## config.mk

```make
export PLATFORM = sky130hd
export DESIGN_NAME = inst_fifo
export DESIGN_NICKNAME = d
export VERILOG_FILES = /design/src/rtl/inst_fifo_pkg.sv /design/src/rtl/inst_fifo_prefix_count.sv /design/src/rtl/inst_fifo.sv
export SDC_FILE = /design/constraint.sdc
export NUM_CORES = 2
export LEC_CHECK = 0
export CAP_MARGIN = 0
export CORE_MARGIN = 10
export CORE_UTILIZATION = 40
export DETAILED_ROUTE_END_ITERATION = 8
export GPL_ROUTABILITY_DRIVEN = 0
export GPL_TIMING_DRIVEN = 0
export PLACE_DENSITY = 0.62
export SETUP_SLACK_MARGIN = 0.02
export SLEW_MARGIN = 15
export SYNTH_ARGS = -nofsm -noshare
export SYNTH_HDL_FRONTEND = slang
export SYNTH_HIERARCHICAL = 1
export SYNTH_SLANG_ARGS = --single-unit
```

## constraint.sdc

```tcl
create_clock -name clk -period 5.6 [get_ports clk]
set_input_delay 0.56 -clock clk [delete_from_list [all_inputs] [get_ports clk]]
set_output_delay 0.56 -clock clk [all_outputs]
set_load 0.1 [all_outputs]
```

## src/rtl/inst_fifo_pkg.sv

```systemverilog
// Shared CPU types for the instruction FIFO: address and instruction words,
// the stored entry layout, and the default superscalar width.
package inst_fifo_pkg;

  localparam int ISSUE_NUM = 2;
  localparam int XLEN      = 32;

  typedef logic [XLEN-1:0] addr_t;
  typedef logic [31:0]     inst_t;

  typedef struct packed {
    addr_t pc;
    inst_t inst;
  } fifo_entry_t;

endpackage

```

## src/rtl/inst_fifo_prefix_count.sv

```systemverilog
// prefix_count: length of the run of ones starting at bit 0 of vec.
// Used to turn per-lane valid/enable vectors into an in-order lane count.
module prefix_count #(
  parameter int W = 2
) (
  input  logic [W-1:0]           vec,
  output logic [$clog2(W+1)-1:0] len
);

  localparam int LW = $clog2(W + 1);

  // Walk lanes from 0 upward; the run only grows while every earlier lane was set.
  always_comb begin
    // NOTE: blocking assignments here, so each iteration sees the run length
    // produced by the previous one; sequential blocks use <= instead.
    len = '0;
    for (int i = 0; i < W; i++) begin
      if (vec[i] && (len == LW'(i))) len = LW'(i + 1);
    end
  end

endmodule

```

## src/rtl/inst_fifo.sv

```systemverilog
// inst_fifo: multi-lane circular instruction buffer between fetch and issue.
// Up to FETCH_W lanes pushed and ISSUE_W lanes popped per cycle, in order.
// Optional feature: define INST_FIFO_BYPASS_EN to forward accepted push lanes
// straight to out_* in the same cycle while the FIFO is empty.
module inst_fifo
  import inst_fifo_pkg::*;
#(
  parameter int FETCH_W = ISSUE_NUM,
  parameter int ISSUE_W = ISSUE_NUM,
  parameter int DEPTH   = 16
) (
  input  logic                    clk,
  input  logic                    rst,
  input  logic                    flush,
  input  logic [FETCH_W-1:0]      push_valid,
  input  addr_t [FETCH_W-1:0]     push_pc,
  input  inst_t [FETCH_W-1:0]     push_inst,
  output logic                    push_ready,
  input  logic [ISSUE_W-1:0]      issue_en,
  output logic [ISSUE_W-1:0]      out_valid,
  output addr_t [ISSUE_W-1:0]     out_pc,
  output inst_t [ISSUE_W-1:0]     out_inst,
  output logic [$clog2(DEPTH):0]  count,
  output logic                    empty,
  output logic                    full
);

  localparam int PTR_W = $clog2(DEPTH);
  localparam int CNT_W = PTR_W + 1;
  localparam int PL_W  = $clog2(FETCH_W + 1);
  localparam int IL_W  = $clog2(ISSUE_W + 1);

  fifo_entry_t      mem [DEPTH];
  logic [PTR_W-1:0] head;
  logic [PTR_W-1:0] tail;
  logic [PTR_W-1:0] head_step;
  logic [PTR_W-1:0] tail_step;
  logic [CNT_W-1:0] count_nxt;
  logic [PL_W-1:0]  push_len;
  logic [PL_W-1:0]  n_push;
  logic [IL_W-1:0]  n_pop;
  logic [IL_W-1:0]  skip;
  logic             bypass_active;

  // Headroom is judged on the registered count, before any same-cycle pop.
  assign push_ready = (int'(count) <= DEPTH - FETCH_W);
  assign empty      = (count == '0);
  assign full       = (int'(count) == DEPTH);

  prefix_count #(.W(FETCH_W)) u_push_len (
    .vec (push_valid),
    .len (push_len)
  );

  assign n_push = push_ready ? push_len : '0;

  // Only lanes that currently show an entry may be popped, in order from lane 0.
  prefix_count #(.W(ISSUE_W)) u_pop_len (
    .vec (issue_en & out_valid),
    .len (n_pop)
  );

`ifdef INST_FIFO_BYPASS_EN
  assign bypass_active = (count == '0);
`else
  assign bypass_active = 1'b0;
`endif

  // Bypassed lanes that are popped never touch storage, so the head stays put
  // and the tail only advances over the lanes that are really written.
  assign skip      = bypass_active ? n_pop : '0;
  assign head_step = bypass_active ? '0 : PTR_W'(n_pop);
  assign tail_step = PTR_W'(n_push) - PTR_W'(skip);
  assign count_nxt = count + CNT_W'(n_push) - CNT_W'(n_pop);

  // Head lanes are valid when backed by storage, or by accepted pushes when bypassing.
  always_comb begin
    out_valid = '0;
    for (int i = 0; i < ISSUE_W; i++) begin
      if (bypass_active) out_valid[i] = (int'(n_push) > i);
      else               out_valid[i] = (int'(count) > i);
    end
  end

  for (genvar g = 0; g < ISSUE_W; g++) begin : g_out
    fifo_entry_t stored;
    assign stored = mem[head + PTR_W'(g)];
    if (g < FETCH_W) begin : g_fwd
      assign out_pc[g]   = bypass_active ? push_pc[g]   : stored.pc;
      assign out_inst[g] = bypass_active ? push_inst[g] : stored.inst;
    end else begin : g_mem
      assign out_pc[g]   = stored.pc;
      assign out_inst[g] = stored.inst;
    end
  end

  // Pointer and occupancy registers; flush wins over any push or pop.
  always_ff @(posedge clk or negedge rst) begin
    // NOTE: non-blocking assignments for all clocked state, so every register
    // samples the pre-edge values regardless of statement order.
    if (!rst) begin
      head  <= '0;
      tail  <= '0;
      count <= '0;
    end else if (flush) begin
      head  <= '0;
      tail  <= '0;
      count <= '0;
    end else begin
      head  <= head + head_step;
      tail  <= tail + tail_step;
      count <= count_nxt;
    end
  end

  // Write accepted lanes at the tail, skipping lanes consumed by the bypass.
  always_ff @(posedge clk) begin
    // NOTE: storage is deliberately not reset; valid data is tracked solely by
    // head/tail/count, which keeps the array a plain RAM.
    if (!flush) begin
      for (int i = 0; i < FETCH_W; i++) begin
        if (i >= int'(skip) && i < int'(n_push)) begin
          mem[tail + PTR_W'(i) - PTR_W'(skip)] <= '{pc: push_pc[i], inst: push_inst[i]};
        end
      end
    end
  end

endmodule

```

======== After elaboration in Yosys (flattened, before gate mapping) ========
Memories as Yosys holds them, arrays and structs flattened.
Index checks and enable logic that the tools add are counted.
cells by class
  add/sub/neg operators ................... 6
  magnitude comparators ................... 5
  eq/ne operators ......................... 3
  muxes and demuxes ....................... 14
  bitwise logic cells ..................... 1
  reduce and logical (&&, ||, !) cells .... 3
operators by type and width
  cell                                                            count
  > comparator 5 x 1 -> 1 bit, second input constant              2
  adder 4 x 1 -> 4 bit, second input constant                     2
  adder 4 x 2 -> 4 bit                                            2
  two-way mux 1 bit                                               8
  two-way mux 4 bit                                               2
  two-way mux 2 bit                                               3
  adder 5 x 2 -> 5 bit                                            1
  equality test 5 bit, second input constant                      1
  less-or-equal comparator 5 x 4 -> 1 bit, second input constant  1
  logical NOT 5 bit                                               1
  two-way mux 5 bit                                               1
  subtractor 5 x 2 -> 5 bit                                       1
  equality test 2 x 1 -> 1 bit, second input constant             2
  less-than comparator 1 x 2 -> 1 bit, first input constant       2
  bitwise AND 2 bit                                               1
  logical AND 1 bit                                               2
storage, ports and cells
  flip-flop bits (word level) ............. 13
  bits in writable memories ............... 1024
  input bits .............................. 135
  output and inout port bits .............. 138
  logic and storage cells ................. 36
  memories ................................ 1
memories
  name  words  width  read ports  clocked after memory_dff  wr ports  line             RTL
  mem   16     64     2           0                         2         inst_fifo.sv:33  fifo_entry_t mem [DEPTH];

======== Logic depth before layout (Yosys ltp) ========
  depth in word-level cells ............... 9
  mapped depth ............................ 15
  depth with buffers taken out ............ 15

======== Cells and area by module ========
Netlist, hierarchy kept.
by module, submodules not included
  module        times used  cells each  area an instance (µm²)  seq. area each (µm²)
  inst_fifo     1           3639        60239.0                 31074.8
  prefix_count  2           2           16.3                    0.0

======== Worst setup path after synthesis ========
No wires, ideal clock.
  path type ............................... register -> output
  start point ............................. register count[3]
  end point ............................... output port out_valid[0]
  arrival time ............................ 6087 ps
  required time ........................... 5040 ps
  slack ................................... -1047 ps
  stages on the path, launching flop included .. 5
  path buffers ............................ 0
  cell sequence ........................... dfrtp_1 -> inv_1 -> ha_1 -> nor4b_1 -> inv_1
on the way
  longest elaborated chain between the ends .. 1
RTL lines
  what                         line              RTL
  start, declared              inst_fifo.sv:23   output logic [$clog2(DEPTH):0] count,
  start signal, assigned       inst_fifo.sv:112  count <= count_nxt;
  > comparator 5 x 1 -> 1 bit  inst_fifo.sv:81   else out_valid[i] = (int'(count) > i);
  end, declared                inst_fifo.sv:20   output logic [ISSUE_W-1:0] out_valid,
No other way between the ends.

==> impl_metrics.ini <==
[setup_path]
cp-startpoint = head[0]$_DFF_PN0_
crit_end = out_inst[52]
worst-r2r-setup-slack_ps = 2020
cp.required_ps = 5040
reg2regPathDepth = 7
worst_setup_path_start_kind = flip-flop
end_kind = output pin
path_max_fanout = 10
crit_type = reg2out
rr_startpoint = count[4]$_DFF_PN0_
r2r_end = mem[13][35]$_DFFE_PP_
cp.arrival_ps = 5010

[grt]
grt_pass1_wl_mm = 300
grt_usage_pct = 24.6
grt_pass1_vias = 40500
grt_overflow = 0
grt_max_degree = 22
antenna_found_initial = 17

[run_status]
status = finished clean

[route]
drc = 0
routedWlPerCell_um = 33.8
firstDrtPassIters = 6
ant_nets = 0
drt_iter0_markers = 4329
routed_wl_mm = 210
vias = 38800
avgViaCountPerCell = 6.23

[pwr]
p_clk_share_pct = 21.7
intPower_mw = 18.5
power.leakage_nw = 22.2
switching_share_pct = 45.3
seq_power_share_pct = 26.1
p_per_area_nw_per_um2 = 476
share_comb_of_total_power_pct = 52.2
p_sw_mw = 15.3
vdd_drop_max_v = 0.000764

[clock_tree]
htree_num_levels = 3
numCtsBuffers = 117
clockRootBuffer = clkbuf_16
path_clk_slew_ps = 70
clockBufferDepth = 3
clock_sinks = 1037
cts_setup_buffers = 0
clk_latency_ps = 780
cts_tree = built

[cells_and_area]
nets = 4259
area_delta_synth_final_pct = 17.7
fin_util_pct = 47.4
stdcell_area_sq_um = 70900
drive_above_1_share_pct = 47.5

[logic_synthesis]
synth_cell_type_count = 43
synth_simple_gate_area_share_pct = 2.63
synthXorXnorAreaFrac_pct = 0.0727
yosys.area.top_type_share_pct = 51.0
muxShareOfSynthArea_pct = 38.3
synth_top_family_by_area = multiplexers
avgSynthCellArea_sq_um = 16.5
syn-num-nets = 3796
synthArstFlopShare_pct = 1.25
synthAdderAreaFrac_pct = 0.423
synth_area_leaders = edfxtp_1, mux2_2, mux4_2
syn-instance-count = 3643
yosysWarnings = 6
seq_area_frac_synth_pct = 51.6
syn_area_sq_um = 60300
synth-compound-area-share_pct = 3.06
yosys.area.top_type = edfxtp_1
synth-seq-cells = 1037
synth_ff_type = edfxtp_1
synth_edf_count = 1024

[timing]
rsz0062_at_grt = no
drv_slew = 0
fin_crit_sh_pct = 99.5
post-route-min-period_ps = 5570
final-setup-viol-count = 0
finalHoldViolations = 0
finClkSkew_ps = 44.1
tightest_slew_ps = 1330
relSlewSlack_pct = 11.6
hold_ws_ps = 245
fmax_ghz = 0.179

[placed_design]
numPortBuffers = 271
dpl_cell_area_sq_um = 67400
dpl.hpwl_mm = 151

[floorplanning]
die-height_um = 408
die_x_um = 408
design.die.area_sq_um = 167000
initial_core_util_pct = 40.2
fp-row-count = 142
coreArea_sq_um = 150000
io_pins = 273

[job]
maxCapViolCount = 0

[worst_hold_path]
hold_class = in2async
metal layers:
| metal | vias to the layer above | global-route usage, % | share of wire, % | routed length [um] |
|---|---|---|---|---|
| met3 | 395 | 5.90 | 8.9 | 18700 |
| met1 | 20500 | 31.3 | 38 | 80800 |
| li1 | 15900 | - | - | - |
| met4 | 22 | 8.88 | 3.7 | 7800 |
| met5 | - | 0.287 | 0.095 | 200 |
| met2 | 1936 | 40.9 | 49 | 103000 |
critical path, stage by stage (launching register included):
cell,delay (ps)
dfrtp_1,400
buf_2,430
nand3b_1,290
a21oi_2,700
buf_6,250
clkbuf_1,460
o21ai_0,330
nand4_1,230
clkdlybuf4s50_1,1160
registers in the layout, indices dropped and copies added (netlist names):
name,cells
count,5
mem,1024
tail,4
head,4
cells in the mapped netlist, types with 14 or more instances:
cell type,number
a22oi_1,129
buf_1,32
buf_2,65
buf_6,96
clkbuf_1,215
edfxtp_1,1024
ha_1,14
inv_1,15
mux2_2,1024
mux4_2,512
nand2_1,197
nand4_1,64
nor2_1,25
nor2_2,16
o21ai_0,131
layout make-up:
class	count	area [sq um]
inverter	16	60.1
sequential	1037	31100
clock inverter	57	435
multi-input combinational	2180	27000
antenna	6	15.0
tap	2016	2520
clock buffer	155	3090
buffer	409	2380
fill	12900	78800
timing repair buffer	345	4340
power groups by stage:
| stage | sequential, mW | clock (mW) | combinational, mW |
|---|---|---|---|
| final | 8.82 | 7.33 | 17.6 |
| after floorplan | 9.06 | 0 | 12.5 |
| after global placement | 9.02 | 0 | 17.7 |
| after global routing | 8.83 | 7.69 | 18.3 |
| after detailed placement | 8.98 | 0 | 17.9 |
| after CTS | 8.82 | 7.41 | 17.7 |
how the worst min path moves through the flow:
stage	endpoint	slack (ps)	cells past startpoint
3_5_place_dp	tail[3]$_DFF_PN0_	680	2
3_3_place_gp	tail[3]$_DFF_PN0_	650	2
4_1_cts	head[2]$_DFF_PN0_	220	1
2_1_floorplan	count[0]$_DFF_PN0_	260	0
5_1_grt	head[1]$_DFF_PN0_	270	1
6_report	head[2]$_DFF_PN0_	250	1
cell usage in the layout, fill, tap and decap left out, types with 20 or more instances in the layout:
cell / count
clkbuf_16: 118
nor2_4: 21
dlygate4sd2_1: 69
buf_16: 36
buf_12: 32
buf_1: 20
a22oi_1: 129
buf_6: 99
mux2_2: 1024
mux4_2: 512
clkbuf_1: 244
edfxtp_1: 1024
clkinv_1: 25
clkdlybuf4s50_1: 193
o21ai_0: 131
nand4_1: 64
buf_2: 69
nand2_1: 197
logic make-up after synthesis:
logic type	count (synthesis)
adder cells (fa/ha/maj)	18
flip-flops	1037
XOR/XNOR	5
AO/OA/AOI/OAI	282
buffers and inverters	426
multiplexers	1536
AND/OR/NAND/NOR	339
repair_timing:
item / CTS / global route
gates resized for setup: 87 / 9
hold buffers: 0 / 0
endpoints found under the setup margin: 77 / 10
stage by stage:
stage,setup slack (ps),TNS (ps),power (mW),instances
5_1_grt,20.5,0,34.8,6218
4_1_cts,29.9,0,33.9,6215
2_1_floorplan,-167,-40920,21.6,3643
3_3_place_gp,-4590,-3468310,26.7,5930
6_report,28.3,0,33.8,6221
3_5_place_dp,294,0,26.9,6004
Note: power is estimated with default switching activity, not from simulation.
